<file path="src/rtl/nano_dmem_arb_pkg.sv">
// Shared types and default widths for the NanoController DMEM arbiter.
package nano_dmem_arb_pkg;

    localparam int unsigned NANO_D_W_DEF      = 8;
    localparam int unsigned NANO_D_ADR_W_DEF  = 6;
    localparam int unsigned HOST_MAX_WAIT_DEF = 4;

    typedef enum logic [1:0] {
        RD_NONE = 2'd0,
        RD_CORE = 2'd1,
        RD_HOST = 2'd2
    } rd_owner_t;

    // Counter width able to hold 0..max_val; never narrower than one bit.
    function automatic int unsigned cnt_width(input int unsigned max_val);
        return (max_val == 0) ? 1 : $clog2(max_val + 1);
    endfunction

endpackage

</file>
<file path="src/rtl/nano_starve_cnt.sv">
// Saturating starvation counter: counts denied request cycles up to MAX_C.
module nano_starve_cnt
    import nano_dmem_arb_pkg::*;
#(
    parameter  int unsigned MAX_C = HOST_MAX_WAIT_DEF,
    localparam int unsigned CNT_W = cnt_width(MAX_C)
) (
    input  logic i_nano_clk,
    input  logic i_nano_rst_n,
    input  logic clr,
    input  logic inc,
    output logic at_max_c
);

    logic [CNT_W-1:0] cnt;

    assign at_max_c = (cnt == CNT_W'(MAX_C));

    // Clear has priority over increment; holds once saturated.
    always_ff @(posedge i_nano_clk or negedge i_nano_rst_n) begin
        if (!i_nano_rst_n) begin
            cnt <= '0;
        end else if (clr) begin
            cnt <= '0;
        end else if (inc && !at_max_c) begin
            cnt <= cnt + CNT_W'(1);
        end
    end

endmodule

</file>
<file path="src/rtl/nano_dmem_arbiter.sv">
// Shares the single-port DMEM between the NanoController core (default priority)
// and a host/debug port, and steers synchronous read data back to its requester.
module nano_dmem_arbiter
    import nano_dmem_arb_pkg::*;
#(
    parameter int unsigned NANO_D_W_C      = NANO_D_W_DEF,
    parameter int unsigned NANO_D_ADR_W_C  = NANO_D_ADR_W_DEF,
    parameter int unsigned HOST_MAX_WAIT_C = HOST_MAX_WAIT_DEF
) (
    input  logic                      i_nano_clk,
    input  logic                      i_nano_rst_n,
    input  logic                      i_core_dmem_oe,
    input  logic                      i_core_dmem_we,
    input  logic [NANO_D_ADR_W_C-1:0] i_core_dmem_addr,
    input  logic [NANO_D_W_C-1:0]     i_core_dmem_in,
    output logic [NANO_D_W_C-1:0]     o_core_dmem_out,
    output logic                      o_core_stall,
    input  logic                      i_host_req,
    input  logic                      i_host_we,
    input  logic [NANO_D_ADR_W_C-1:0] i_host_addr,
    input  logic [NANO_D_W_C-1:0]     i_host_wdata,
    output logic                      o_host_gnt,
    output logic [NANO_D_W_C-1:0]     o_host_rdata,
    output logic                      o_host_rvalid,
    output logic                      o_dmem_oe,
    output logic                      o_dmem_we,
    output logic [NANO_D_ADR_W_C-1:0] o_dmem_addr,
    output logic [NANO_D_W_C-1:0]     o_dmem_in,
    input  logic [NANO_D_W_C-1:0]     i_dmem_out
);

    logic                  core_act;
    logic                  host_win;
    logic                  wait_at_max;
    rd_owner_t             rd_owner;
    rd_owner_t             rd_owner_nxt;
    logic [NANO_D_W_C-1:0] core_data_q;
    logic [NANO_D_W_C-1:0] host_rdata_q;

    assign core_act = i_core_dmem_oe | i_core_dmem_we;
    assign host_win = i_host_req & (~core_act | wait_at_max);

    nano_starve_cnt #(
        .MAX_C (HOST_MAX_WAIT_C)
    ) u_wait_cnt (
        .i_nano_clk   (i_nano_clk),
        .i_nano_rst_n (i_nano_rst_n),
        .clr          (host_win | ~i_host_req),
        .inc          (i_host_req & ~host_win),
        .at_max_c     (wait_at_max)
    );

    // DMEM port mux; everything is held quiet while reset is asserted.
    always_comb begin
        o_dmem_oe    = 1'b0;
        o_dmem_we    = 1'b0;
        o_dmem_addr  = '0;
        o_dmem_in    = '0;
        o_host_gnt   = 1'b0;
        o_core_stall = 1'b0;
        rd_owner_nxt = RD_NONE;
        if (i_nano_rst_n) begin
            if (host_win) begin
                o_dmem_oe    = ~i_host_we;
                o_dmem_we    = i_host_we;
                o_dmem_addr  = i_host_addr;
                o_dmem_in    = i_host_wdata;
                o_host_gnt   = 1'b1;
                o_core_stall = core_act;
                rd_owner_nxt = i_host_we ? RD_NONE : RD_HOST;
            end else if (core_act) begin
                o_dmem_oe    = i_core_dmem_oe;
                o_dmem_we    = i_core_dmem_we;
                o_dmem_addr  = i_core_dmem_addr;
                o_dmem_in    = i_core_dmem_in;
                rd_owner_nxt = i_core_dmem_oe ? RD_CORE : RD_NONE;
            end
        end
    end

    always_ff @(posedge i_nano_clk or negedge i_nano_rst_n) begin
        if (!i_nano_rst_n) begin
            rd_owner     <= RD_NONE;
            core_data_q  <= '0;
            host_rdata_q <= '0;
        end else begin
            rd_owner <= rd_owner_nxt;
            if (rd_owner == RD_CORE) begin
                core_data_q <= i_dmem_out;
            end
            if (rd_owner == RD_HOST) begin
                host_rdata_q <= i_dmem_out;
            end
        end
    end

    // Return data passes straight through in its cycle, then is held.
    always_comb begin
        o_host_rvalid   = (rd_owner == RD_HOST);
        o_host_rdata    = o_host_rvalid ? i_dmem_out : host_rdata_q;
        o_core_dmem_out = (rd_owner == RD_CORE) ? i_dmem_out : core_data_q;
    end

endmodule
</file>
<file path="config.mk">
export PLATFORM = sky130hd
export DESIGN_NAME = nano_dmem_arbiter
export DESIGN_NICKNAME = d
export VERILOG_FILES = /design/src/rtl/nano_dmem_arb_pkg.sv /design/src/rtl/nano_starve_cnt.sv /design/src/rtl/nano_dmem_arbiter.sv
export SDC_FILE = /design/constraint.sdc
export NUM_CORES = 1
export LEC_CHECK = 0
export ABC_AREA = 1
export BUFFER_PORTS_ARGS = -buffer_cell sky130_fd_sc_hd__buf_2
export CAP_MARGIN = 0
export CORE_MARGIN = 10
export CORE_UTILIZATION = 45
export CTS_BUF_LIST = sky130_fd_sc_hd__clkbuf_8
export DETAILED_ROUTE_END_ITERATION = 12
export PLACE_DENSITY_LB_ADDON = 0.3
export RECOVER_POWER = 25
export SETUP_SLACK_MARGIN = 0.1
export SLEW_MARGIN = 15
export SYNTH_ARGS = -nofsm -noshare
export SYNTH_HDL_FRONTEND = slang
export SYNTH_HIERARCHICAL = 1
export SYNTH_SLANG_ARGS = --single-unit
</file>
<file path="constraint.sdc">
create_clock -name i_nano_clk -period 2.1 [get_ports i_nano_clk]
set_input_delay 0.315 -clock i_nano_clk [delete_from_list [all_inputs] [get_ports i_nano_clk]]
set_output_delay 0.315 -clock i_nano_clk [all_outputs]
set_load 0.01 [all_outputs]
</file>
Word level (Yosys, flattened, before mapping)
Cells that the tools add are included.
- bitwise gates (word level): 9
- equal/unequal tests: 3
- reductions and logical operators: 3
- $add $sub $neg: 1
- multiplexer cells: 25
- operators by type and width (cell ; count):
    $mux 8 ; 5
    $mux 6 ; 3
    $mux 1 ; 12
    $mux 2 ; 3
    $mux 3 ; 2
    $not 1->1 ; 4
    $add 3x1->3 const B ; 1
    $eq 3x3->1 const B ; 1
    $or 1x1->1 ; 3
    $and 1x1->1 ; 2
    $eq 2x1->1 const B ; 1
    $eq 2x2->1 const B ; 1
    $reduce_bool 2->1 ; 1
    $logic_and 1x1->1 ; 1
    $logic_not 1->1 ; 1
- flip-flop bits (word level): 21
- output and inout bits: 35

Longest topological paths before layout
Gate-level depths: netlist of the first run.
- word-level depth: 9
- gate-level depth with buffers: 12
- depth with buffers taken out: 12

Modules after synthesis
The synthesis of the first run kept the hierarchy.
- by module, submodules not included (module ; area an instance (um2) ; cells an instance ; times used ; seq. area each (um2)):
    nano_dmem_arbiter ; 1122.3 ; 163 ; 1 ; 450.4
    nano_starve_cnt ; 185.2 ; 25 ; 1 ; 75.1

Worst setup path before layout of the first run
No wires, ideal clock.
- path type: reg-to-output
- start: register u_wait_cnt.cnt[0]
- end: output port o_dmem_addr[0]
- cell stages (with the launch flop): 11
- path buffers: 1
- arrival time: 1.324 ns
- setup slack: 0.461 ns
- path through: dfrtp_1 inv_1 ha_1 nand2_2 inv_1 inv_1 o21ai_4 nand2_2 buf_6 nand3_1 nand2_1
- cells in the longest elaborated chain, start to end: 5
- RTL lines (item ; line ; RTL):
    start: declaration ; nano_starve_cnt.sv:15 ; logic [CNT_W-1:0] cnt;
    start signal: assignment ; nano_starve_cnt.sv:26 ; cnt <= cnt + CNT_W'(1);
    $eq 3x3->1 ; nano_starve_cnt.sv:17 ; assign at_max_c = (cnt == CNT_W'(MAX_C));
    named net wait_at_max ; nano_dmem_arbiter.sv:34 ; logic wait_at_max;
    $or 1x1->1 ; nano_dmem_arbiter.sv:41 ; assign host_win = i_host_req & (~core_act | wait_at_max);
    $and 1x1->1 ; nano_dmem_arbiter.sv:41 ;
    $mux 6 ; nano_dmem_arbiter.sv:63 ; if (host_win) begin
    $mux 6 ; nano_dmem_arbiter.sv:62 ; if (i_nano_rst_n) begin
    end: declaration ; nano_dmem_arbiter.sv:27 ; output logic [NANO_D_ADR_W_C-1:0] o_dmem_addr,
The timed path passes the listed nets, and every way through them passes these cells.

Worst setup path in the final report of the first run
- start: register u_wait_cnt.cnt[0]
- end: output port o_dmem_oe
- cells in the longest elaborated chain, start to end: 5
- RTL lines (item ; line ; RTL):
    $eq 3x3->1 ; nano_starve_cnt.sv:17 ;
    named net wait_at_max ; nano_dmem_arbiter.sv:34 ;
    $or 1x1->1 ; nano_dmem_arbiter.sv:41 ;
    $and 1x1->1 ; nano_dmem_arbiter.sv:41 ;
    $mux 1 ; nano_dmem_arbiter.sv:63 ;
    $mux 1 ; nano_dmem_arbiter.sv:62 ;
    end: declaration ; nano_dmem_arbiter.sv:25 ; output logic o_dmem_oe,
The timed path passes the listed nets, and every way through them passes these cells.

==> summary.md, run 1 <==
| Metric | Value |
|---|---|
| RSZ-0062 raised after global routing | `true` |
| Mapped Avg Cell Area | `6.955 um2` |
| Die Wd | `roughly 74 um` |
| CP Cell Sequence | `inv_2 -> ha_4 -> nand2_4 -> inv_2 -> inv_2 -> o21ai_4 -> buf_6 -> nand4_1 -> nand2_1 -> buf_6` |
| Via Count | `1482` |
| Required time of the critical path | `1.78 ns` |
| Final Hold Fails | `0` |
| Crit path depth | `10` |
| Slew margin rel. | `42.59%` |
| Leakage | `approximately 1.2 nW` |
| Top cells by area, synth | `dfrtp_1, nand2_1, inv_1, nand4_1, nand3_1` |
| DR vias/cell | `4.827` |
| TritonCTS clock tree | `built` |
| Max-cap viol count | `0` |
| Total Power | `0.001082 W` |
| Slowest CP cell | `dfrtp_1` |
| Number of global-route vias before repair | `~1500` |
| Worst Setup SP | `u_wait_cnt/cnt[0]$_DFFE_PN0P_` |
| Area Overhead vs Synth | `44.88%` |
| Initial DRC Count | `57` |
| Overall routed net length | `3921 um` |
| Crit share post-route | `94.31%` |
| Synth async-reset ratio | `100.0%` |
| Main flop type after synthesis | `dfrtp_1` |
| DP Wirelength | `2904 um` |
| # H-tree levels | `1` |
| Layout cells sized above 1 | `38.04%` |
| Worst-path clk slew | `0.07 ns` |
| WP data arrival | `1.67 ns` |
| Area leader, netlist | `dfrtp_1` |
| DRC | `0` |
| Achievable Freq | `around 500 MHz` |
| Initial antenna violation count | `0` |
| Core footprint | `2758 um2` |
| Worst hold path type | `in -> reg` |
| Fillers | `239` |
| CP max stage delay | `0.39 ns` |
| Largest net degree at the start of global routing | `22` |
| CTS Hold Bufs | `0` |
| Clock Skew | `0.003257 ns` |
| Multi-input logic area | `605.6 um2` |
| Status | `finished, final reports clean` |
| Synth top area share | `40.19%` |
| Final setup vio count | `0` |
| Clock Sinks | `21` |
| Clock period minus worst slack | `1.981 ns` |
| Seq cells post-synth | `21` |
| Peak supply drop | `between 400 and 500 uV` |
| Cell with the most instances after synthesis | `nand2_1` |
| Critical path endpoint category | `primary output` |
| Post-synth top cells | `nand2_1, inv_1, dfrtp_1` |
| Crit Reg-Reg Endpoint | `rd_owner[1]$_DFF_PN0_` |
| Synth Cell Area | `around 1300 um2` |
| TritonCTS buffer count | `3` |
| Buf/Inv on CP | `5` |
| Congestion Overflow GR | `0` |
| DR pass1 iterations | `4` |
| Clk root buf | `clkbuf_8` |
| WS Path Type | `reg -> out` |
| Placed cells | `288` |
| Initial Util | `47.41%` |
| R2R cell count | `14` |
| Port-buffer cells | `76` |
| CTS max path bufs | `2` |
| Final core occ | `approximately 69%` |
| Fin nets | `321` |
| Row count | `19` |
| Register area share after synthesis | `40.19%` |
| Netlist cell types | `18` |
| IO Count | `77` |
| Cell count after synthesis | `~190` |
| Fin Setup TNS | `0 ns` |
| Placer Congestion | `around 0.75` |
| GRT Total Usage | `13.22%` |
| Post-synth EDFFs | `0` |
| PwrDens | `571.3 nW/um2` |
| Inserted Diodes | `0` |
| Final Slew Violations | `0` |
| Max FO, Critical Path | `6` |
| Setup crit end | `o_dmem_oe` |
| Register area | `525.5 um2` |
| Cell mode on critical path | `inv_2` |
| Die area | `5462 um2` |
| ANT nets after route | `0` |
| Worst Max-Slew Pin Slew | `between 0.8 and 0.9 ns` |
| Final cell count without fillers | `307` |
| Worst R2R Setup Slack | `roughly 0.17 ns` |
| DR WL/cell | `12.77 um` |
| Synth Warn # | `6` |
| Synthesized net count | `232` |
| First-pass GRT wire length | `6003 um` |
| Critical Path Start Type | `flop` |
| Critical R2R Launch | `u_wait_cnt/cnt[0]$_DFFE_PN0P_` |
| Clk Latency, worst-skew pair | `0.25 ns` |
| Die Y-Extent | `73.91 um` |
| Worst path top cell family by delay | `buffers and inverters` |
-- what timing repair did --
action	CTS	global route
buffers inserted	9	4
endpoints found under the setup margin	16	19
pin swaps	2	10
resized for setup	3	9
cloned	1	1
-- placed cells by master (no fill, tap or decap), drive strengths merged --
cell and instances:
clkbuf 6, nor2 20, nand4 18, buf 92
o21ai 17, nand2 42, nand3 18, dfrtp 21
or2 1, o211ai 1, ha 2, inv 38
-- metal layers --
metal / global-route usage (%) / wire length [um] / up-vias
met5: 0 / 0 / -
li1: - / - / 772
met1: 13.85 / 1578 / 649
met4: 5.176 / 67 / 0
met3: 4.845 / 393 / 4
met2: 23.39 / 1881 / 57
-- cells by family after synthesis --
family	synth area share, %
and+or+nand+nor	33.88
DFF	40.19
buffers and inverters	16.08
adders and majority gates	1.914
AOI/OAI and AO/OA	7.943
-- where the power goes --
part / switching (W) / internal, W / total, W
clock network: 0.000115 / 0.000130 / 0.000245
logic: 0.000204 / 0.000151 / 0.000355
registers: 0.0000159 / 0.000466 / 0.000482
total: 0.000335 / 0.000747 / 0.00108
-- metrics by stage --
stage	setup slack, ns	hold WS, ns	cell area [um2]
final	0.1194	0.3598	1894
after floorplan	0.4605	0.01941	1308
after detailed placement	0.2605	0.4773	1693
after global routing	0.01214	0.3758	1894
after global placement	0.2865	0.4710	1693
after CTS	0.1009	0.2559	1834
-- worst reg2reg max path, delay by kind of cell (launching register included) --
| family | cells | cell delay [ns] |
|---|---|---|
| DFF | 1 | 0.39 |
| AOI/OAI and AO/OA | 1 | 0.12 |
| and+or+nand+nor | 2 | 0.16 |
| buffers and inverters | 10 | 1.06 |
| adders and majority gates | 1 | 0.15 |
-- worst min path at each step --
stage                                        start                             to  slack (ns)  cells after the start
after floorplan                       i_nano_rst_n       core_data_q[0]$_DFF_PN0_        0.02                      0
after global placement    core_data_q[3]$_DFF_PN0_       core_data_q[3]$_DFF_PN0_        0.47                      2
after detailed placement  core_data_q[3]$_DFF_PN0_       core_data_q[3]$_DFF_PN0_        0.48                      2
after CTS                             i_nano_rst_n  u_wait_cnt/cnt[1]$_DFFE_PN0P_        0.26                      2
after global routing                 i_dmem_out[0]       core_data_q[0]$_DFF_PN0_        0.38                      3
final                                i_dmem_out[3]       core_data_q[3]$_DFF_PN0_        0.36                      3
-- registers in the layout, summed over array words and instances, names as in the netlist --
name,flops
host_rdata_q,8
core_data_q,8
rd_owner,2
u_wait_cnt/cnt,3
-- layout make-up --
cell class,count,area share (%)
Multi-Input combinational cell,119,31.97
Inverter,37,7.332
Clock inverter,1,0.1982
Timing Repair Buffer,95,28.53
Sequential cell,21,27.74
Tap cell,31,2.048
Clock buffer,3,2.180
Power figures use the tool's default switching activity.
==> run 2: changes to the inputs <==
==> constraint.sdc (replaced) <==
create_clock -name i_nano_clk -period 2.09 [get_ports i_nano_clk]
set_input_delay 0.3135 -clock i_nano_clk [delete_from_list [all_inputs] [get_ports i_nano_clk]]
set_output_delay 0.3135 -clock i_nano_clk [all_outputs]
set_load 0.01 [all_outputs]
==> summary.md, run 2 (same netlist as run 1, synthesis figures left out) <==
| Metric | Value |
|---|---|
| Status | `finished, final reports clean` |
| Clk Latency, worst-skew pair | `0.25 ns (about the same)` |
| Die area | `5462 um2 (unchanged)` |
| Total Power | `0.001082 W (about the same)` |
| Worst-path clk slew | `0.07 ns (about the same)` |
| Leakage | `1.188 nW (-0.54%)` |
| Crit share post-route | `96.79%` |
| Overall routed net length | `3896 um (-0.64%)` |
| Largest net degree at the start of global routing | `22 (unchanged)` |
| Required time of the critical path | `1.78 ns (about the same)` |
| DRC | `0 (unchanged)` |
| Layout cells sized above 1 | `37.82% (-0.23 points)` |
| WP data arrival | `1.71 ns (+0.04 ns)` |
| Initial antenna violation count | `0 (unchanged)` |
| IO Count | `77 (unchanged)` |
| DR WL/cell | `12.73 um (-0.31%)` |
| Inserted Diodes | `0 (unchanged)` |
| Most common cell after layout, fill and taps aside | `buf_2` |
| Net Sw Frac | `31.03% (+0.060 points)` |
| Met1 Track Usage GR | `14.41% (+0.56 points)` |
| ANT nets after route | `0 (unchanged)` |
| Die Y-Extent | `73.91 um (unchanged)` |
| R2R cell count | `13 (-1)` |
| Cell Int Power | `0.0007466 W (about the same)` |
| Achievable Freq | `just under 500 MHz` |
| Final setup vio count | `0 (unchanged)` |
| Placed cells | `288 (unchanged)` |
| CTS Hold Bufs | `0 (unchanged)` |
| Fin Setup TNS | `0 ns (unchanged)` |
| CTS max path bufs | `2 (unchanged)` |
| Worst Max-Slew Pin Slew | `0.7121 ns (-0.1489 ns)` |
| Core footprint | `2758 um2 (unchanged)` |
| Initial Util | `47.41% (unchanged)` |
| Clock period minus worst slack | `2.023 ns` |
| Met2 usage | `22.25% (-1.1 points)` |
| Congestion Overflow GR | `0 (unchanged)` |
| DR vias/cell | `4.810 (-0.35%)` |
| Clk pwr share | `22.7% (about the same)` |
| DP Wirelength | `2912 um (+0.27%)` |
| Worst hold path type | `in -> async` |
| TritonCTS buffer count | `3 (unchanged)` |
| TritonCTS clock tree | `built` |
| Peak supply drop | `458.8 uV (-3.3%)` |
| GRT Total Usage | `13.28% (+0.058 points)` |
| Top Usage Layer GRT | `met2` |
| Met3 usage | `5.653% (+0.81 points)` |
| Clock Sinks | `21 (unchanged)` |
| PwrDens | `576.4 nW/um2 (+0.89%)` |
| NetSw | `0.0003359 W (+0.22%)` |
| Final cell count without fillers | `306 (-0.33%)` |
| Combinational Power Share | `32.6% (-0.2 points)` |
| Initial DRC Count | `45 (-21%)` |
| Placer Congestion | `0.7474 (about the same)` |
| Sequential share of power | `44.7% (about the same)` |
| Final Hold Fails | `0 (unchanged)` |
| Clock Skew | `0.003125 ns (-0.0001326 ns)` |
| Row count | `19 (unchanged)` |
| Fillers | `250 (+4.6%)` |
| Critical path endpoint category | `primary output` |
| Slew margin rel. | `52.52% (+9.9 points)` |
| RSZ-0062 raised after global routing | `true` |
| WS Path Type | `reg -> out` |
| DR pass1 iterations | `4 (unchanged)` |
| Critical Path Start Type | `flop` |
| # H-tree levels | `1 (unchanged)` |
| Die Wd | `73.91 um (unchanged)` |
| Port-buffer cells | `76 (unchanged)` |
| Area Overhead vs Synth | `43.64%` |
| Via Count | `1472 (-0.67%)` |
| Fin nets | `320 (-0.31%)` |
| Top flop regs | `core_data_q x8, host_rdata_q x8, u_wait_cnt/cnt x3` |
| Number of global-route vias before repair | `1430 (-1.4%)` |
| Worst hold slack | `0.3060 ns (-0.05381 ns)` |
| Final Slew Violations | `0 (unchanged)` |
| Most frequent cells in the layout | `buf_2, nand2_1, inv_1` |
| Max-cap viol count | `0 (unchanged)` |
| Max FO, Critical Path | `7 (+1)` |
| Clk root buf | `clkbuf_8` |
| First-pass GRT wire length | `5989 um (-0.23%)` |
## run 2: cell types whose count changed in the layout (fill, tap and decap cells not counted), sizes merged
cell,before,now
clkbuf,6,5
buf,92,91
o21ai,17,18
## run 2: critical path: stages, from the launching register on
cell     delay (ns)
dfrtp_1        0.39
inv_2          0.06
ha_2           0.18
nand2_2        0.07
inv_2          0.07
inv_4          0.04
o21ai_4        0.13
buf_6          0.17
nand4_1        0.11
nand2_1        0.13
buf_6          0.11
## run 2: metal layers
metal	share of wire [%]	wire length, um
met2	47	1846
met1	41	1601
met3	11	413
met4	0.92	36
met5	0	0
## run 2: worst paths after layout
check                                                   start                       endpoint  slack, ns
worst min-delay path                             i_nano_rst_n  u_wait_cnt/cnt[1]$_DFFE_PN0P_       0.31
max in group asynchronous                        i_nano_rst_n      host_rdata_q[1]$_DFF_PN0_       1.19
min in group i_nano_clk                         i_dmem_out[3]       core_data_q[3]$_DFF_PN0_       0.36
worst max-delay path            u_wait_cnt/cnt[0]$_DFFE_PN0P_                      o_dmem_oe       0.07
worst min register to register       core_data_q[3]$_DFF_PN0_       core_data_q[3]$_DFF_PN0_       0.49
worst max register to register  u_wait_cnt/cnt[0]$_DFFE_PN0P_          rd_owner[1]$_DFF_PN0_       0.24
## run 2: power groups by stage
stage | combinational [W] | clock (W) | sequential, W
final | 0.000352 | 0.000246 | 0.000484
after global routing | 0.000397 | 0.000273 | 0.000491
after CTS | 0.000349 | 0.000255 | 0.000484
after detailed placement | 0.000335 | 0 | 0.000493
after global placement | 0.000331 | 0 | 0.000491
after floorplan | 0.000182 | 0 | 0.000490
## run 2: area by class of cell
| type | count | area, um2 | area share [%] |
|---|---|---|---|
| timing repair buffer | 93 | 520.5 | 27.71 |
| inverter | 37 | 141.4 | 7.528 |
| multi-input combinational | 120 | 606.8 | 32.31 |
| clock inverter | 1 | 3.754 | 0.1999 |
| clock buffer | 3 | 41.29 | 2.199 |
| sequential | 21 | 525.5 | 27.98 |
| tap | 31 | 38.79 | 2.065 |
## run 2: what timing repair did
item,4_1_cts,5_1_grt
setup endpoints to repair,16,15
pin swaps,4,12
gates cloned,3,0
setup buffers,8,4
resized for setup,7,6
## run 2: through the flow
stage	setup WS, ns	area (um2)	utilization (%)
after global routing	-0.01145	1878	68.10
final	0.06712	1878	68.10
after floorplan	0.4520	1308	-
after global placement	0.2781	1693	61.39
after CTS	0.1216	1836	66.56
after detailed placement	0.2360	1693	61.39
==> run 3: changes to the inputs <==
==> constraint.sdc (replaced) <==
create_clock -name i_nano_clk -period 2.09 [get_ports i_nano_clk]
set_input_delay 0.418 -clock i_nano_clk [delete_from_list [all_inputs] [get_ports i_nano_clk]]
set_output_delay 0.418 -clock i_nano_clk [all_outputs]
set_load 0.01 [all_outputs]
==> summary.md, run 3 (same netlist as run 1, synthesis figures left out) <==
| Metric | Value |
|---|---|
| Largest net degree at the start of global routing | `35 (+59%)` |
| Number of global-route vias before repair | `1499 (+4.8%)` |
| Most frequent cells in the layout | `buf_2, nand2_1, inv_1` |
| Clock period minus worst slack | `2.019 ns (-0.003765 ns)` |
| Critical R2R Launch | `u_wait_cnt/cnt[1]$_DFFE_PN0P_` |
| Worst hold slack | `0.4406 ns (+0.1346 ns)` |
| Core footprint | `2758 um2 (unchanged)` |
| Max-cap viol count | `0 (unchanged)` |
| Port-buffer cells | `76 (unchanged)` |
| Row count | `19 (unchanged)` |
| Worst R2R Setup Slack | `0.35 ns (+0.11 ns)` |
| Worst Max-Slew Pin Slew | `0.5408 ns (-0.1713 ns)` |
| DRC | `0 (unchanged)` |
| Layout cells sized above 1 | `38.38% (+0.56 points)` |
| Critical Path Start Type | `flop` |
| DP Wirelength | `3035 um (+4.2%)` |
| Clk root buf | `clkbuf_8` |
| Crit Reg-Reg Endpoint | `u_wait_cnt/cnt[0]$_DFFE_PN0P_` |
| PwrDens | `586.7 nW/um2 (+1.8%)` |
| Die area | `5462 um2 (unchanged)` |
| Initial Util | `47.41% (unchanged)` |
| Setup crit end | `o_dmem_in[5]` |
| Pre-CTS setup slack | `0.1183 ns (-0.1177 ns)` |
| Achievable Freq | `495.3 MHz (+0.19%)` |
| Placed cells | `286 (-0.69%)` |
| # H-tree levels | `1 (unchanged)` |
| Top flop regs | `core_data_q x8, host_rdata_q x8, u_wait_cnt/cnt x3` |
| Slew margin rel. | `63.95% (+11 points)` |
| IO Count | `77 (unchanged)` |
| Area Overhead vs Synth | `43.73% (about the same)` |
| Required time of the critical path | `1.67 ns (-0.11 ns)` |
| Fin nets | `316 (-1.3%)` |
| Initial DRC Count | `61 (+36%)` |
| Final Hold Fails | `0 (unchanged)` |
| ANT nets after route | `0 (unchanged)` |
| WP data arrival | `1.60 ns (-0.11 ns)` |
| R2R cell count | `12 (-1)` |
| WS Path Type | `reg -> out` |
| Final cell count without fillers | `302 (-1.3%)` |
| Placer Congestion | `0.7932 (+6.1%)` |
| GRT Total Usage | `14.26% (+0.98 points)` |
| Worst-path clk slew | `0.07 ns (about the same)` |
| Worst setup margin | `0.07088 ns (+0.003765 ns)` |
| DR WL/cell | `13.17 um (+3.4%)` |
| Peak supply drop | `556.0 uV (+21%)` |
| Status | `finished, final reports clean` |
| CTS Hold Bufs | `0 (unchanged)` |
| Most common cell after layout, fill and taps aside | `buf_2` |
| Die Y-Extent | `73.91 um (unchanged)` |
| CTS max path bufs | `2 (unchanged)` |
| Worst Setup SP | `u_wait_cnt/cnt[0]$_DFFE_PN0P_` |
| Clock Skew | `0.001060 ns (-0.002065 ns)` |
| Max FO, Critical Path | `5 (-2)` |
| DR vias/cell | `4.990 (+3.7%)` |
| RSZ-0062 raised after global routing | `true` |
| Inserted Diodes | `0 (unchanged)` |
| Final setup vio count | `0 (unchanged)` |
| Fillers | `249 (-0.40%)` |
| Congestion Overflow GR | `0 (unchanged)` |
| DR pass1 iterations | `4 (unchanged)` |
| Clk Latency, worst-skew pair | `0.25 ns (about the same)` |
| Via Count | `1507 (+2.4%)` |
| Crit share post-route | `96.61% (-0.18 points)` |
| Initial antenna violation count | `0 (unchanged)` |
| Critical path endpoint category | `primary output` |
| TritonCTS clock tree | `built` |
| TritonCTS buffer count | `3 (unchanged)` |
| Final Slew Violations | `0 (unchanged)` |
| Clock Sinks | `21 (unchanged)` |
| First-pass GRT wire length | `6375 um (+6.4%)` |
| Die Wd | `73.91 um (unchanged)` |
| Overall routed net length | `3977 um (+2.1%)` |
| Leakage | `1.188 nW (about the same)` |
| Worst hold path type | `in -> reg` |
-- run 3: worst min path at each step --
stage,startpoint,to,slack (ns),cells after the start
2_1_floorplan,i_nano_rst_n,core_data_q[0]$_DFF_PN0_,0.12,0
3_3_place_gp,host_rdata_q[2]$_DFF_PN0_,host_rdata_q[2]$_DFF_PN0_,0.47,2
3_5_place_dp,core_data_q[6]$_DFF_PN0_,core_data_q[6]$_DFF_PN0_,0.49,2
4_1_cts,i_dmem_out[7],host_rdata_q[7]$_DFF_PN0_,0.46,3
5_1_grt,i_dmem_out[7],host_rdata_q[7]$_DFF_PN0_,0.45,3
6_report,i_dmem_out[7],host_rdata_q[7]$_DFF_PN0_,0.44,3
-- run 3: worst max-delay path, cell delays in order, from the launching register on --
cell and delay [ns]:
dfrtp_1 0.39, inv_2 0.09, ha_4 0.15, nand2_4 0.05
inv_2 0.06, inv_4 0.05, o21ai_4 0.10, buf_4 0.16
nand4_1 0.07, nand2_1 0.10, buf_2 0.14
-- run 3: through the flow --
stage          TNS (ns)  area (um2)  utilization (%)  total power, W
2_1_floorplan         0        1308                -       0.0006715
3_3_place_gp          0        1678            60.84       0.0008193
3_5_place_dp          0        1678            60.84       0.0008289
4_1_cts               0        1810            65.65        0.001096
5_1_grt         -0.2603        1879            68.15        0.001182
6_report              0        1879            68.15        0.001103
-- run 3: layer usage --
metal	share of wire (%)	global-route usage [%]	routed length [um]
met1	37	14.25	1475
met5	0	0	0
met4	0.85	6.004	34
met2	48	24.05	1925
met3	14	7.806	542
-- run 3: area by class of cell --
cell class | count | area, um2 | area share [%]
timing repair buffer | 89 | 504.2 | 26.83
sequential | 21 | 525.5 | 27.96
inverter | 37 | 141.4 | 7.523
clock buffer | 3 | 41.29 | 2.197
multi-input combinational | 120 | 624.3 | 33.22
tap | 31 | 38.79 | 2.064
clock inverter | 1 | 3.754 | 0.1997
-- run 3: report_power, final --
group          total, W  switching, W  leakage [nW]  internal (W)
sequential     0.000486     0.0000173         0.260      0.000469
clock          0.000249      0.000118        0.0269      0.000130
combinational  0.000368      0.000211         0.901      0.000157
-- run 3: timing repair --
action,CTS,global route
gates cloned,3,0
setup buffers,6,3
resized for setup,9,23
endpoints found under the setup margin,18,32
pin swaps,13,6
